### config.mk
export PLATFORM = sky130hd
export DESIGN_NAME = cordic_atan_rom_flat
export DESIGN_NICKNAME = d
export VERILOG_FILES = /design/src/rtl/cordic_atan_rom_if.sv /design/src/rtl/cordic_atan_rom.sv /design/src/flat_wrapper.sv
export SDC_FILE = /design/constraint.sdc
export NUM_CORES = 1
export LEC_CHECK = 0
export CAP_MARGIN = 20
export CORE_MARGIN = 1.5
export CORE_UTILIZATION = 30
export DETAILED_ROUTE_END_ITERATION = 16
export SYNTH_ARGS = -nofsm -noshare
export SYNTH_HDL_FRONTEND = slang
export SYNTH_SLANG_ARGS = --single-unit
### constraint.sdc
create_clock -name clk -period 1 [get_ports clk]
set_clock_uncertainty 0.1 [all_clocks]
set_input_delay 0.1 -clock clk [delete_from_list [all_inputs] [get_ports clk]]
set_output_delay 0.1 -clock clk [all_outputs]
set_load 0.01 [all_outputs]
### src/rtl/cordic_atan_rom_if.sv
// rtl/cordic_atan_rom_if.sv - address/data bundle between the CORDIC datapath and the angle ROM
interface cordic_atan_rom_if #(
    parameter int DATA_W = 32,
    parameter int ADDR_W = 4
);
    logic [ADDR_W-1:0] addr;
    logic [DATA_W-1:0] data;

    // The datapath drives the iteration index and consumes the angle.
    modport master (
        output addr,
        input  data
    );

    // The ROM consumes the index and returns the registered angle.
    modport slave (
        input  addr,
        output data
    );
endinterface

### src/rtl/cordic_atan_rom.sv
// rtl/cordic_atan_rom.sv - registered ROM of CORDIC micro-rotation angles atan(2^-i) in Q2.30
module cordic_atan_rom #(
    parameter int DATA_W = 32,
    parameter int ADDR_W = 4
) (
    input  logic                clk,
    input  logic                rst,
    cordic_atan_rom_if.slave    rom
);

    logic [DATA_W-1:0] data_d;
    logic [DATA_W-1:0] data_q;

    // Angle lookup: round(atan(2^-i) * 2^30); the default only catches X/Z addresses in simulation.
    always_comb begin
        data_d = '0;
        case (rom.addr)
            4'h0:    data_d = 32'h3243F6A9;
            4'h1:    data_d = 32'h1DAC6705;
            4'h2:    data_d = 32'h0FADBAFD;
            4'h3:    data_d = 32'h07F56EA7;
            4'h4:    data_d = 32'h03FEAB77;
            4'h5:    data_d = 32'h01FFD55C;
            4'h6:    data_d = 32'h00FFFAAB;
            4'h7:    data_d = 32'h007FFF55;
            4'h8:    data_d = 32'h003FFFEB;
            4'h9:    data_d = 32'h001FFFFD;
            4'hA:    data_d = 32'h00100000;
            4'hB:    data_d = 32'h00080000;
            4'hC:    data_d = 32'h00040000;
            4'hD:    data_d = 32'h00020000;
            4'hE:    data_d = 32'h00010000;
            4'hF:    data_d = 32'h00008000;
            default: data_d = 'x;
        endcase
    end

    // Output register: no enable, so a stable address keeps the angle stable; reset clears it at once.
    always_ff @(posedge clk or posedge rst) begin
        if (rst) begin
            data_q <= '0;
        end else begin
            data_q <= data_d;
        end
    end

    assign rom.data = data_q;

endmodule

### src/flat_wrapper.sv
// flat-port wrapper written by rule: the top's interface ports become plain ports
module cordic_atan_rom_flat 
#(
    parameter int DATA_W = 32,
    parameter int ADDR_W = 4
)
  (clk, rst, rom_addr, rom_data);
  cordic_atan_rom_if #(.DATA_W(DATA_W), .ADDR_W(ADDR_W)) rom_i ();
  input  logic clk;
  input  logic rst;
  input wire logic [$bits(rom_i.addr)-1:0] rom_addr;
  output wire logic [$bits(rom_i.data)-1:0] rom_data;
  assign rom_i.addr = rom_addr;
  assign rom_data = rom_i.data;
  cordic_atan_rom #(.DATA_W(DATA_W), .ADDR_W(ADDR_W)) u_core (.clk(clk), .rst(rst), .rom(rom_i));
endmodule
==> impl_metrics.tcl, run 1 <==
set metrics [dict create \
    status "finished, violations left" \
    violations "negative setup slack" \
    critPathMaxFanout 3 \
    max_freq_mhz 986 \
    cts.root.buffer_cell "clkbuf_8" \
    post-route-period-util 1.01 \
    netlist_instances 107 \
    diodes 0 \
    period_minus_slack_ns 1.01 \
    regArea_um2 701 \
    largest_register_ffs 28 \
    core_um2 3970 \
    setup_violations 4 \
    maxCapViolations 0 \
    synth-adder-area-share 0.0712 \
    die_area_um2 4490 \
    synth_compound_area_frac 0.164 \
    grt_pass1_wl_mm 4.40 \
    drive_gt1_frac 0.475 \
    dpl_cell_area_um2 1750 \
    slew_viol_final 0 \
    nFillCells 383 \
    start_util 0.310 \
    ctsHtreeMaxLevel 1 \
    power_leakage_nw 0.863 \
    grt-ovfl-total 0 \
    grt_usage 0.134 \
    rows 23 \
    hp-class "in -> async" \
    fin_nets 176 \
    dr.pass1.iters 4 \
    grtUsageMet3 0.0236 \
    crit_family "flip-flops" \
    gp_congestion 0.843 \
    cp_slowest_cell "dfrtp_1" \
    cts_tree "done" \
    path_class "reg -> out" \
    postRouteAntennaNets 0 \
    synth_top_family_by_area "compound AO/OA/AOI/OAI gates" \
    grt_max_degree 29 \
    ys_ff_latch 28 \
    dp_hpwl_mm 1.96 \
    worst-path-buf-inv 1 \
    synth_xor_area_frac 0.0142 \
    end_kind "output port" \
    yosysSeqAreaShare 0.570 \
    netlist.area_leader.share 0.570 \
    fin_ws_ns -0.0145 \
    rsz0062_at_grt "true" \
    clkSinkCount 28 \
    fin_area_um2 1730 \
    synth_area_um2 1230 \
    cts_max_path_buffers 2 \
    die_x_um 67.0 \
    yosys-top-cells-area "dfrtp_1, ha_1, o21ai_0" \
    avgSynthCellArea_um2 11.5 \
    path_cells "buf_2" \
    vias_per_cell 4.53 \
    cp-start-kind "flip-flop" \
    first_global_vias 910 \
    clk_pin_slew_ns 0.09 \
    wirelength_mm 2.82 \
    cts_buffers 3 \
    area_delta_synth_final_pct 40.6 \
    worstPathArrival_ns 0.81 \
    use_met2 0.219 \
    ys_types 32 \
    post_drt_wl_per_cell_um 13.3 \
    ir_worst_vdd_mv 0.483 \
    setup_tns_ns -0.0418 \
    ios 38 \
    synth_mux_area_frac 0.00814 \
    drc 0 \
    synthSimpleGateAreaFrac 0.0936 \
    port-buffer-count 35 \
    slowest_delay_ns 0.39 \
    use_met1 0.171 \
    hold_viol 0 \
    drt_iter0_markers 16 \
    pwr_density_cell_nw_per_um2 1430 \
    cp.required_ns 0.80 \
    num_vias 960 \
    synth_area_leader_cell "dfrtp_1" \
    multi_input_area_um2 478 \
    ys_warn_count 0 \
    antenna_found_initial 0 \
    fp.dieH_um 67.0 \
    grt.busiest_layer "met2" \
]
## kinds of logic (layout without fill, tap and decap cells)
| kind of cell | Yosys count | in the layout |
|---|---|---|
| fa+ha+maj | 7 | 7 |
| simple gates | 21 | 21 |
| mux | 1 | 1 |
| flops | 28 | 28 |
| compound gates | 33 | 33 |
| other cells | 1 | 2 |
| buf+inv | 14 | 68 |
| xor+xnor | 2 | 2 |
## cell usage after synthesis, drive strengths merged
cell    count
o22ai       2
o21a        1
o21bai      1
inv         6
nor2        6
nand2       4
nor3        3
a211oi      1
conb        1
xnor2       2
or2         1
mux2i       1
a31oi       2
a31o        1
o31a        1
ha          7
and2b       2
nor2b       1
o21ai      16
o211a       1
dfrtp      28
nand2b      3
and3        1
a21oi       7
buf         8
## through the flow
stage / utilization / worst slack (ns) / power (W) / instances / hold WS [ns]
after floorplan: - / 0.00797 / 0.00153 / 108 / 0.0654
after global routing: 0.435 / -0.0509 / 0.00259 / 212 / 0.0769
after CTS: 0.427 / -0.0147 / 0.00245 / 211 / 0.0737
after detailed placement: 0.440 / -0.577 / 0.00185 / 206 / 0.366
after global placement: 0.440 / -0.534 / 0.00184 / 206 / 0.352
final: 0.435 / -0.0145 / 0.00247 / 212 / 0.0543
## worst min-delay path: cells and delay by family
| kind | cells | cell delay, ns |
|---|---|---|
| buf+inv | 3 | 0.68 |
## worst max path at each step
stage	from	end	slack [ns]	depth (start not counted)
after floorplan	rom_addr[1]	u_core.rom.data[19]	0.008	3
after global placement	rom_addr[0]	u_core.rom.data[19]	-0.53	4
after detailed placement	rom_addr[0]	u_core.rom.data[19]	-0.58	4
after CTS	u_core.rom.data[13]	rom_data[13]	-0.01	1
after global routing	u_core.rom.data[13]	rom_data[13]	-0.05	1
final	u_core.rom.data[13]	rom_data[13]	-0.01	1
## report_power, final
group | internal, W | total [W] | leakage [nW] | switching (W)
clock | 0.000353 | 0.000696 | 0.0288 | 0.000343
combinational | 0.000246 | 0.000526 | 0.489 | 0.000280
sequential | 0.00122 | 0.00124 | 0.345 | 0.0000238
total | 0.00182 | 0.00247 | 0.863 | 0.000647
## repair_timing
action / 4_1_cts / 5_1_grt
gates resized for setup: 138 / 14
setup buffers: 1 / 1
pin swaps: 3 / 2
endpoints found under the setup margin: 57 / 37
hold buffers: 0 / 0
hold endpoints to repair: 0 / 0
gates cloned: 0 / 0
## cell usage in the layout, fill, tap and decap left out, types with 2 or more instances in the layout
| cell | Yosys | final |
|---|---|---|
| a31oi_1 | 2 | 2 |
| a21oi_1 | 6 | 5 |
| clkbuf_8 | 0 | 4 |
| o21ai_2 | 2 | 3 |
| o21ai_1 | 6 | 9 |
| nor3_1 | 3 | 3 |
| ha_1 | 7 | 3 |
| clkbuf_2 | 0 | 2 |
| xnor2_1 | 2 | 2 |
| inv_2 | 2 | 2 |
| nor2_1 | 5 | 5 |
| a21oi_2 | 1 | 2 |
| o22ai_1 | 2 | 2 |
| buf_4 | 5 | 19 |
| nand2b_1 | 2 | 2 |
| buf_2 | 0 | 27 |
| inv_1 | 4 | 2 |
| nand2_1 | 4 | 4 |
| buf_6 | 3 | 6 |
| ha_2 | 0 | 3 |
| conb_1 | 1 | 2 |
| o21ai_0 | 8 | 4 |
| dfrtp_1 | 28 | 28 |
## layer usage
layer	routed length [µm]	share of wire
met1	1260	0.44
met2	1340	0.48
met3	160	0.057
met4	60	0.021
met5	0	0
## final cells by class
class	count	area share
well taps	50	0.0362
multi-input cells	66	0.276
repair buffers	58	0.234
flip-flops and latches	28	0.405
clock buffers	4	0.0318
inverters	6	0.0166
Power figures use the tool's default switching activity.
==> run 2: changes to the inputs <==
Settings changed: SLEW_MARGIN set to 30.
==> results of run 2 <==
The final DEF is identical to that of run 1; final timing and power are the same.
==> run 3: changes to the inputs <==
Settings changed: CORE_ASPECT_RATIO set to 1.2, GPL_ROUTABILITY_DRIVEN set to 0.
==> run 3 against run 2 <==
Compared with the run above: the flow now finishes without violations; sequential power is essentially flat; count of clock-buffer cells in the layout is 1 lower; clock power shrank 17%; via count fell by 1.8%; critical path type unchanged; setup slack improved by 0.021 ns; global-route usage up 0.61 points; total power fell by 4.2%.
==> impl_metrics.tcl, run 3 (synthesized netlist as in run 1, its figures left out) <==
set metrics [dict create \
    status "complete, no violations" \
    core_um2 3940 \
    power_leakage_nw 0.870 \
    post-route-period-util 0.993 \
    hold_viol 0 \
    hp-class "in -> async" \
    fp.dieH_um 73.1 \
    setup_tns_ns 0 \
    placedCellCount 210 \
    largest_register_ffs 28 \
    pwr-share-seq 0.525 \
    p_sw_frac 0.261 \
    worstPathArrival_ns 0.79 \
    dr.pass1.iters 4 \
    cts.root.buffer_cell "clkbuf_8" \
    cp_slowest_cell "dfrtp_1" \
    pwr_density_cell_nw_per_um2 1330 \
    post_drt_wl_per_cell_um 12.9 \
    ctsHoldBuffers 0 \
    crit_family "flip-flops" \
    maxCapViolations 0 \
    comb_power_share 0.231 \
    path_class "reg -> out" \
    antenna_found_initial 0 \
    nFillCells 390 \
    worst-path-buf-inv 1 \
    clkSinkCount 28 \
    dp_hpwl_mm 1.97 \
    postRouteAntennaNets 0 \
    finalNonFillerCells 216 \
    die_x_um 61.5 \
    rsz0062_at_grt "true" \
    ir_worst_vdd_mv 0.474 \
    die_area_um2 4490 \
    drc 0 \
    grt-ovfl-total 0 \
    grt_usage 0.140 \
    cp.required_ns 0.80 \
    internal_power_w 0.00175 \
    drive_gt1_frac 0.500 \
    cp-start-kind "flip-flop" \
    ios 38 \
    cts_max_path_buffers 2 \
    regArea_um2 701 \
    area_delta_synth_final_pct 44.2 \
    diodes 0 \
    num_vias 943 \
    first_global_vias 958 \
    path_cells "buf_2" \
    port-buffer-count 35 \
    critPathMaxFanout 3 \
    setup_violations 0 \
    max_freq_mhz 1010 \
    rows 25 \
    end_kind "output port" \
    grt_max_degree 29 \
    multi_input_area_um2 502 \
    fin_nets 177 \
    ctsHtreeMaxLevel 1 \
    wirelength_mm 2.78 \
    clkPwrFrac 0.244 \
    clk_pin_slew_ns 0.08 \
    layout_common_cells "buf_2, dfrtp_1, buf_4" \
    start_util 0.312 \
    period_minus_slack_ns 0.993 \
    slew_viol_final 0 \
    p_switching_w 0.000616 \
    slowest_delay_ns 0.39 \
    cts_buffers 3 \
    grt_pass1_wl_mm 4.70 \
    vias_per_cell 4.37 \
    drt_iter0_markers 18 \
    cts_tree "done" \
]
## run 3: cell types whose count changed in the layout (fill, tap and decap cells not counted), sizes merged
cell,delta
buf,+1
clkbuf,-1
clkdlybuf4s15,-1
dlygate4sd2,+1
## run 3: area by class of cell
type,count,share of cell area
clock buffers,3,0.0233
inverters,6,0.0162
flip-flops and latches,28,0.395
multi-input cells,66,0.283
repair buffers,59,0.244
well taps,54,0.0381
## run 3: worst max-delay path by stage
stage	startpoint	endpoint	slack [ns]	depth (start not counted)
final	u_core.rom.data[13]	rom_data[0]	0.007	1
after global routing	u_core.rom.data[13]	rom_data[0]	-0.03	1
after CTS	u_core.rom.data[13]	rom_data[0]	-0.007	1
after detailed placement	rom_addr[0]	u_core.rom.data[6]	-0.56	6
after global placement	rom_addr[1]	u_core.rom.data[6]	-0.55	6
after floorplan	rom_addr[1]	u_core.rom.data[19]	0.008	3
## run 3: metrics by stage
step	worst slack [ns]	util	power [W]	hold slack, ns	cell area (µm²)
2_1_floorplan	0.00797	-	0.00153	0.0654	1230
3_3_place_gp	-0.548	0.450	0.00185	0.350	1780
3_5_place_dp	-0.561	0.450	0.00186	0.349	1780
4_1_cts	-0.00699	0.444	0.00237	0.0592	1750
5_1_grt	-0.0336	0.450	0.00249	0.0535	1770
6_report	0.00665	0.450	0.00236	0.0483	1770
## run 3: repair_timing
action                                  CTS  global route
resized for setup                       143            12
pin swaps                                 3             0
gates cloned                              1             0
endpoints found under the setup margin   57            19
buffers inserted                          2             0
## run 3: power groups by stage
stage          combinational [W]  sequential (W)  clock, W
2_1_floorplan           0.000213         0.00132         0
3_3_place_gp            0.000589         0.00126         0
3_5_place_dp            0.000595         0.00127         0
4_1_cts                 0.000536         0.00124  0.000600
5_1_grt                 0.000601         0.00125  0.000644
6_report                0.000547         0.00124  0.000577
## run 3: routing by layer
metal  global-route usage  up-vias  part of all wire
met2                0.241       28              0.52
met5                    0        -                 0
met4               0.0709        0             0.024
met3               0.0177        7             0.046
li1                     -      470                 -
met1                0.167      438              0.41
